## src/rtl/ccff_chain_loader_if.sv

```systemverilog
// Bitstream-in / readback-out handshake bundle between a bitstream source and the chain loader.
interface ccff_chain_loader_if #(
    parameter int DATA_W = 8
);
    logic [DATA_W-1:0] cfg_data;
    logic              cfg_valid;
    logic              cfg_ready;
    logic [DATA_W-1:0] rb_data;
    logic              rb_valid;
    logic              rb_ready;

    modport master (
        output cfg_data, cfg_valid, rb_ready,
        input  cfg_ready, rb_data, rb_valid
    );

    modport slave (
        input  cfg_data, cfg_valid, rb_ready,
        output cfg_ready, rb_data, rb_valid
    );
endinterface

```

## src/rtl/ccff_chain_loader.sv

```systemverilog
// Serializes bitstream words MSB-first into a ccff chain and returns the displaced bits as readback words.
// Handshake to first shift 1 cycle, last shift to rb_valid 1 cycle; cfg/rb stalls freeze the chain with no loss.
module ccff_chain_loader #(
    parameter int DATA_W    = 8,
    parameter int CHAIN_LEN = 16,
    parameter int CNT_W     = $clog2(CHAIN_LEN + 1)
) (
    input  logic                 prog_clock,
    input  logic                 prog_reset,
    input  logic                 start,
    ccff_chain_loader_if.slave   bus,
    output logic                 config_enable,
    output logic                 ccff_head,
    input  logic                 ccff_tail,
    output logic                 busy,
    output logic                 done
);
    localparam int NB_W = $clog2(DATA_W + 1);
    localparam int W    = (CNT_W > NB_W) ? CNT_W : NB_W;

    typedef enum logic [2:0] {IDLE, FETCH, SHIFT, RB, DONE} state_t;

    state_t            state, state_nx;
    logic [CNT_W-1:0]  bits_left;
    logic [NB_W-1:0]   sh_cnt;
    logic [NB_W-1:0]   nb;
    logic [DATA_W-1:0] word_sr;
    logic [DATA_W-1:0] rb_mask;
    logic [DATA_W-1:0] rb_data_q;
    logic              cfg_ready_q;
    logic              rb_valid_q;
    logic              cfg_fire;
    logic              rb_fire;

    assign bus.cfg_ready = cfg_ready_q;
    assign bus.rb_valid  = rb_valid_q;
    assign bus.rb_data   = rb_data_q;

    assign cfg_fire = bus.cfg_valid & cfg_ready_q;
    assign rb_fire  = rb_valid_q & bus.rb_ready;

    // Bits taken from the current word: a full word, or only what the chain still needs.
    always_comb begin
        nb = NB_W'(DATA_W);
        if (W'(bits_left) < W'(DATA_W)) begin
            nb = NB_W'(bits_left);
        end
    end

    always_comb begin
        state_nx = state;
        unique case (state)
            IDLE:  if (start) state_nx = FETCH;
            FETCH: if (cfg_fire) state_nx = SHIFT;
            SHIFT: if (sh_cnt == NB_W'(1)) state_nx = RB;
            RB:    if (rb_fire) state_nx = (bits_left == '0) ? DONE : FETCH;
            DONE:  state_nx = start ? FETCH : IDLE;
            default: state_nx = IDLE;
        endcase
    end

    always_ff @(posedge prog_clock) begin
        if (prog_reset) begin
            state         <= IDLE;
            bits_left     <= '0;
            sh_cnt        <= '0;
            word_sr       <= '0;
            rb_mask       <= '0;
            rb_data_q     <= '0;
            cfg_ready_q   <= 1'b0;
            rb_valid_q    <= 1'b0;
            config_enable <= 1'b0;
            ccff_head     <= 1'b0;
            busy          <= 1'b0;
            done          <= 1'b0;
        end else begin
            state         <= state_nx;
            // Ready is derived from the settled FETCH state, so it rises one cycle after entry.
            cfg_ready_q   <= (state == FETCH) && !cfg_fire;
            rb_valid_q    <= (state_nx == RB);
            config_enable <= (state_nx == SHIFT);
            busy          <= (state_nx == FETCH) || (state_nx == SHIFT) || (state_nx == RB);
            done          <= (state_nx == DONE);

            if (((state == IDLE) || (state == DONE)) && start) begin
                bits_left <= CNT_W'(CHAIN_LEN);
            end

            if (cfg_fire) begin
                bits_left <= bits_left - CNT_W'(nb);
                sh_cnt    <= nb;
                ccff_head <= bus.cfg_data[DATA_W-1];
                word_sr   <= bus.cfg_data << 1;
                rb_mask   <= {1'b1, {(DATA_W-1){1'b0}}};
                rb_data_q <= '0;
            end else if (state == SHIFT) begin
                // Tail is sampled before this edge's shift; the mask places it left-justified.
                sh_cnt    <= sh_cnt - NB_W'(1);
                ccff_head <= word_sr[DATA_W-1];
                word_sr   <= word_sr << 1;
                rb_mask   <= rb_mask >> 1;
                if (ccff_tail) begin
                    rb_data_q <= rb_data_q | rb_mask;
                end
            end
        end
    end
endmodule

```

## src/flat_wrapper.sv

```systemverilog
// flat-port wrapper written by rule: the top's interface ports become plain ports
module ccff_chain_loader_flat 
#(
    parameter int DATA_W    = 8,
    parameter int CHAIN_LEN = 16,
    parameter int CNT_W     = $clog2(CHAIN_LEN + 1)
)
  (prog_clock, prog_reset, start, config_enable, ccff_head, ccff_tail, busy, done, bus_cfg_data, bus_cfg_valid, bus_rb_ready, bus_cfg_ready, bus_rb_data, bus_rb_valid);
  ccff_chain_loader_if #(.DATA_W(DATA_W)) bus_i ();
  input  logic prog_clock;
  input  logic prog_reset;
  input  logic start;
  output logic config_enable;
  output logic ccff_head;
  input  logic ccff_tail;
  output logic busy;
  output logic done;
  input wire logic [$bits(bus_i.cfg_data)-1:0] bus_cfg_data;
  input wire logic [$bits(bus_i.cfg_valid)-1:0] bus_cfg_valid;
  input wire logic [$bits(bus_i.rb_ready)-1:0] bus_rb_ready;
  output wire logic [$bits(bus_i.cfg_ready)-1:0] bus_cfg_ready;
  output wire logic [$bits(bus_i.rb_data)-1:0] bus_rb_data;
  output wire logic [$bits(bus_i.rb_valid)-1:0] bus_rb_valid;
  assign bus_i.cfg_data = bus_cfg_data;
  assign bus_i.cfg_valid = bus_cfg_valid;
  assign bus_i.rb_ready = bus_rb_ready;
  assign bus_cfg_ready = bus_i.cfg_ready;
  assign bus_rb_data = bus_i.rb_data;
  assign bus_rb_valid = bus_i.rb_valid;
  ccff_chain_loader #(.DATA_W(DATA_W), .CHAIN_LEN(CHAIN_LEN), .CNT_W(CNT_W)) u_core (.prog_clock(prog_clock), .prog_reset(prog_reset), .start(start), .bus(bus_i), .config_enable(config_enable), .ccff_head(ccff_head), .ccff_tail(ccff_tail), .busy(busy), .done(done));
endmodule
```

## config.mk

```make
export PLATFORM = sky130hd
export DESIGN_NAME = ccff_chain_loader_flat
export DESIGN_NICKNAME = d
export VERILOG_FILES = /design/src/rtl/ccff_chain_loader_if.sv /design/src/rtl/ccff_chain_loader.sv /design/src/flat_wrapper.sv
export SDC_FILE = /design/constraint.sdc
export NUM_CORES = 1
export LEC_CHECK = 0
export BUFFER_PORTS_ARGS = -buffer_cell sky130_fd_sc_hd__buf_4
export CAP_MARGIN = 25
export CORE_MARGIN = 1.5
export CORE_UTILIZATION = 53
export CTS_CLUSTER_SIZE = 8
export DETAILED_ROUTE_END_ITERATION = 16
export PLACE_DENSITY = 0.72
export SLEW_MARGIN = 15
export SYNTH_ARGS = -nofsm -noshare
export SYNTH_HDL_FRONTEND = slang
export SYNTH_SLANG_ARGS = --single-unit
```

## constraint.sdc

```tcl
create_clock -name prog_clock -period 2.8 [get_ports prog_clock]
set_clock_uncertainty 0.2 [all_clocks]
set_input_delay 0.56 -clock prog_clock [delete_from_list [all_inputs] [get_ports prog_clock]]
set_output_delay 0.56 -clock prog_clock [all_outputs]
set_load 0.005 [all_outputs]
```

==> results_dict.tcl <==
set metrics [dict create \
    synthXorXnorAreaFrac_pct 0.525 \
    place_congestion 0.758 \
    hpwl_mm 2.21 \
    status "finished clean" \
    cpPeakStageDelay_ns 0.53 \
    p_switching_w 0.000257 \
    cts_root_buf "clkbuf_4" \
    dr_total_vias 1416 \
    final-setup-viol-count 0 \
    power.density_nw_per_um2 590 \
    syn_nets 213 \
    yosys.area_share.simple_pct 23.8 \
    finalWorstPathRequiredPeriod_ns 1.94 \
    antenna_found_initial 0 \
    required_ns 2.88 \
    power_frac_comb_pct 7.0 \
    die-area_sq_um 3490 \
    grt_pass1_vias 1270 \
    pwr-share-clk_pct 40.6 \
    multi_input_area_sq_um 768 \
    relSlewSlack_pct 66.4 \
    row_count 20 \
    layout_commonest_cell "dfxtp_1" \
    synth_area_sq_um 1670 \
    p_int_w 0.000914 \
    layout-drive-gt1-share_pct 19.5 \
    grt.total_usage_pct 21.1 \
    worst_pin_slew_ns 0.503 \
    tns_ns 0 \
    p_leak_nw 0.756 \
    end_kind "register" \
    fillers 269 \
    cap_viol_max_count 0 \
    diodes 0 \
    grt_start_max_net_pins 26 \
    cp_max_fo 20 \
    ios 28 \
    worstPathCellList "or3b_4, nor4b_1, a211oi_1, o21ai_0" \
    slowest_stage "or3b_4" \
    dpl.cell_count 257 \
    hold_path_class "input port to register" \
    finalMaxSlewViolations 0 \
    start_util_pct 55.1 \
    synth_compound_area_share_pct 17.6 \
    fp.dieW_um 59.1 \
    synth_cell_types 35 \
    numCtsBuffers 5 \
    worstPathArrival_ns 2.01 \
    synth_fa_ha_area_share_pct 3.00 \
    yosysSeqAreaShare_pct 49.2 \
    insertion_delay_ns 0.36 \
    drc_errors 0 \
    rsz0062_at_grt "false" \
    synth.avg_cell_area_sq_um 8.55 \
    vias_per_cell 5.34 \
    layout_common_cells "dfxtp_1, nand2_1, buf_4" \
    synth_top_family_by_area "simple AND/OR/NAND/NOR gates" \
    totalWireLength_mm 3.29 \
    synth_top_area_cell "dfxtp_1" \
    peakVddDrop_v 0.000381 \
    startpoint_type "register" \
    crit_type "register to register" \
    synth_seq_cells 41 \
    core_sq_um 3030 \
    cts_setup_buffers 0 \
    grt_pass1_wl_mm 5.59 \
    max_freq_mhz 516 \
    layout.area.seq_sq_um 821 \
    synth_area_leaders "dfxtp_1, nand2_1, a21oi_1" \
    portBuffers 27 \
    ys_warn_count 0 \
    cts_max_level 2 \
    dr.pass1.iters 4 \
    grt_overflow 0 \
    fp.dieH_um 59.1 \
    cts_tree "done" \
    swShare_pct 22.0 \
    cts_hold_buffers 0 \
    cts.repair.resized 0 \
    avgRoutedWirePerCell_um 12.4 \
    drtAntennaViolNets 0 \
    whs_ns 0.237 \
    drt_iter0_markers 56 \
    syn_inst 195 \
    place_ws_ns 0.830 \
    cts_sinks 41 \
    pwr-share-seq_pct 52.4 \
    stdcell_count 265 \
    finalHoldViolations 0 \
    synth_top_area_share_pct 49.2 \
    cts_max_path_buffers 2 \
    finalCritPeriodShare_pct 69.2 \
    setup_ws_ns 0.864 \
    syn_to_final_growth_pct 19.1 \
    clk_pin_slew_ns 0.13 \
    nets 238 \
    synthMuxAreaShare_pct 0.675 \
]
-- logic make-up (layout without fill, tap and decap cells) --
kind of cell / count (synthesis) / count (layout)
DFF: 41 / 41
AOI/OAI and AO/OA: 48 / 48
buffers and inverters: 16 / 42
and+or+nand+nor: 82 / 82
other: 2 / 2
muxes: 1 / 1
adders and majority gates: 4 / 4
xor gates and xnor gates: 1 / 1
-- worst paths after layout --
kind	cells past startpoint	end	slack (ns)	start
min	3	u_core.word_sr[1]$_SDFFE_PP0P_	0.24	bus_cfg_data[0]
max reg2reg	4	u_core.busy$_SDFF_PP0_	0.86	u_core.state[1]$_SDFF_PP0_
min reg2reg	2	u_core.rb_mask[0]$_SDFFE_PP0P_	0.27	u_core.rb_mask[0]$_SDFFE_PP0P_
max	4	u_core.busy$_SDFF_PP0_	0.86	u_core.state[1]$_SDFF_PP0_
-- critical path, delay by kind of cell (launching register included) --
family | cells | cell delay [ns]
and+or+nand+nor | 2 | 0.89
DFF | 1 | 0.43
AOI/OAI and AO/OA | 2 | 0.35
-- cells in the mapped netlist, drive strengths merged --
master	count
a211o	1
a211oi	1
a21boi	1
a21o	1
a21oi	25
a22oi	1
a311oi	8
a31o	1
a31oi	3
and2	3
and3	1
buf	5
clkbuf	7
conb	2
dfxtp	41
ha	4
inv	4
mux2	1
nand2	36
nand2b	1
nand3	5
nand3b	2
nor2	22
nor2b	1
nor3	5
nor3b	2
nor4	1
nor4b	2
o211ai	1
o21ai	5
or3b	1
xnor2	1
-- state kept, by name, summed over array words and instances (netlist names) --
signal                cells
u_core.word_sr            7
u_core.bits_left          5
u_core.busy               1
u_core.sh_cnt             4
u_core.bus.cfg_ready      1
u_core.bus.rb_valid       1
u_core.ccff_head          1
u_core.state              3
u_core.done               1
u_core.config_enable      1
u_core.bus.rb_data        8
u_core.rb_mask            8
-- routing by layer --
layer,global-route usage [%],vias up,routed length [um]
met5,0,-,0
met4,8.44,0,40
met3,7.42,5,151
met2,32.1,29,1540
met1,27.3,668,1550
li1,-,714,-
-- cell type report --
type,count,share of cell area [%]
inverters,4,0.756
clock inverters,3,3.27
flip-flops and latches,41,41.3
multi-input cells,138,38.7
repair buffers,30,11.3
clock buffers,5,1.89
well taps,44,2.77
-- power groups by stage --
stage                     clock, W  combinational, W  sequential [W]
final                     0.000476         0.0000825        0.000613
after CTS                 0.000482         0.0000830        0.000613
after floorplan                  0         0.0000555        0.000622
after detailed placement         0         0.0000820        0.000626
after global routing      0.000511         0.0000938        0.000616
after global placement           0         0.0000802        0.000626
-- per-stage QoR --
step | area (sq um) | util, % | power [W]
after global routing | 1990 | 65.6 | 0.00122
after detailed placement | 1880 | 62.2 | 0.000708
after global placement | 1880 | 62.2 | 0.000706
after CTS | 1990 | 65.6 | 0.00118
after floorplan | 1670 | - | 0.000677
final | 1990 | 65.6 | 0.00117
(Power assumes the default switching activity.)
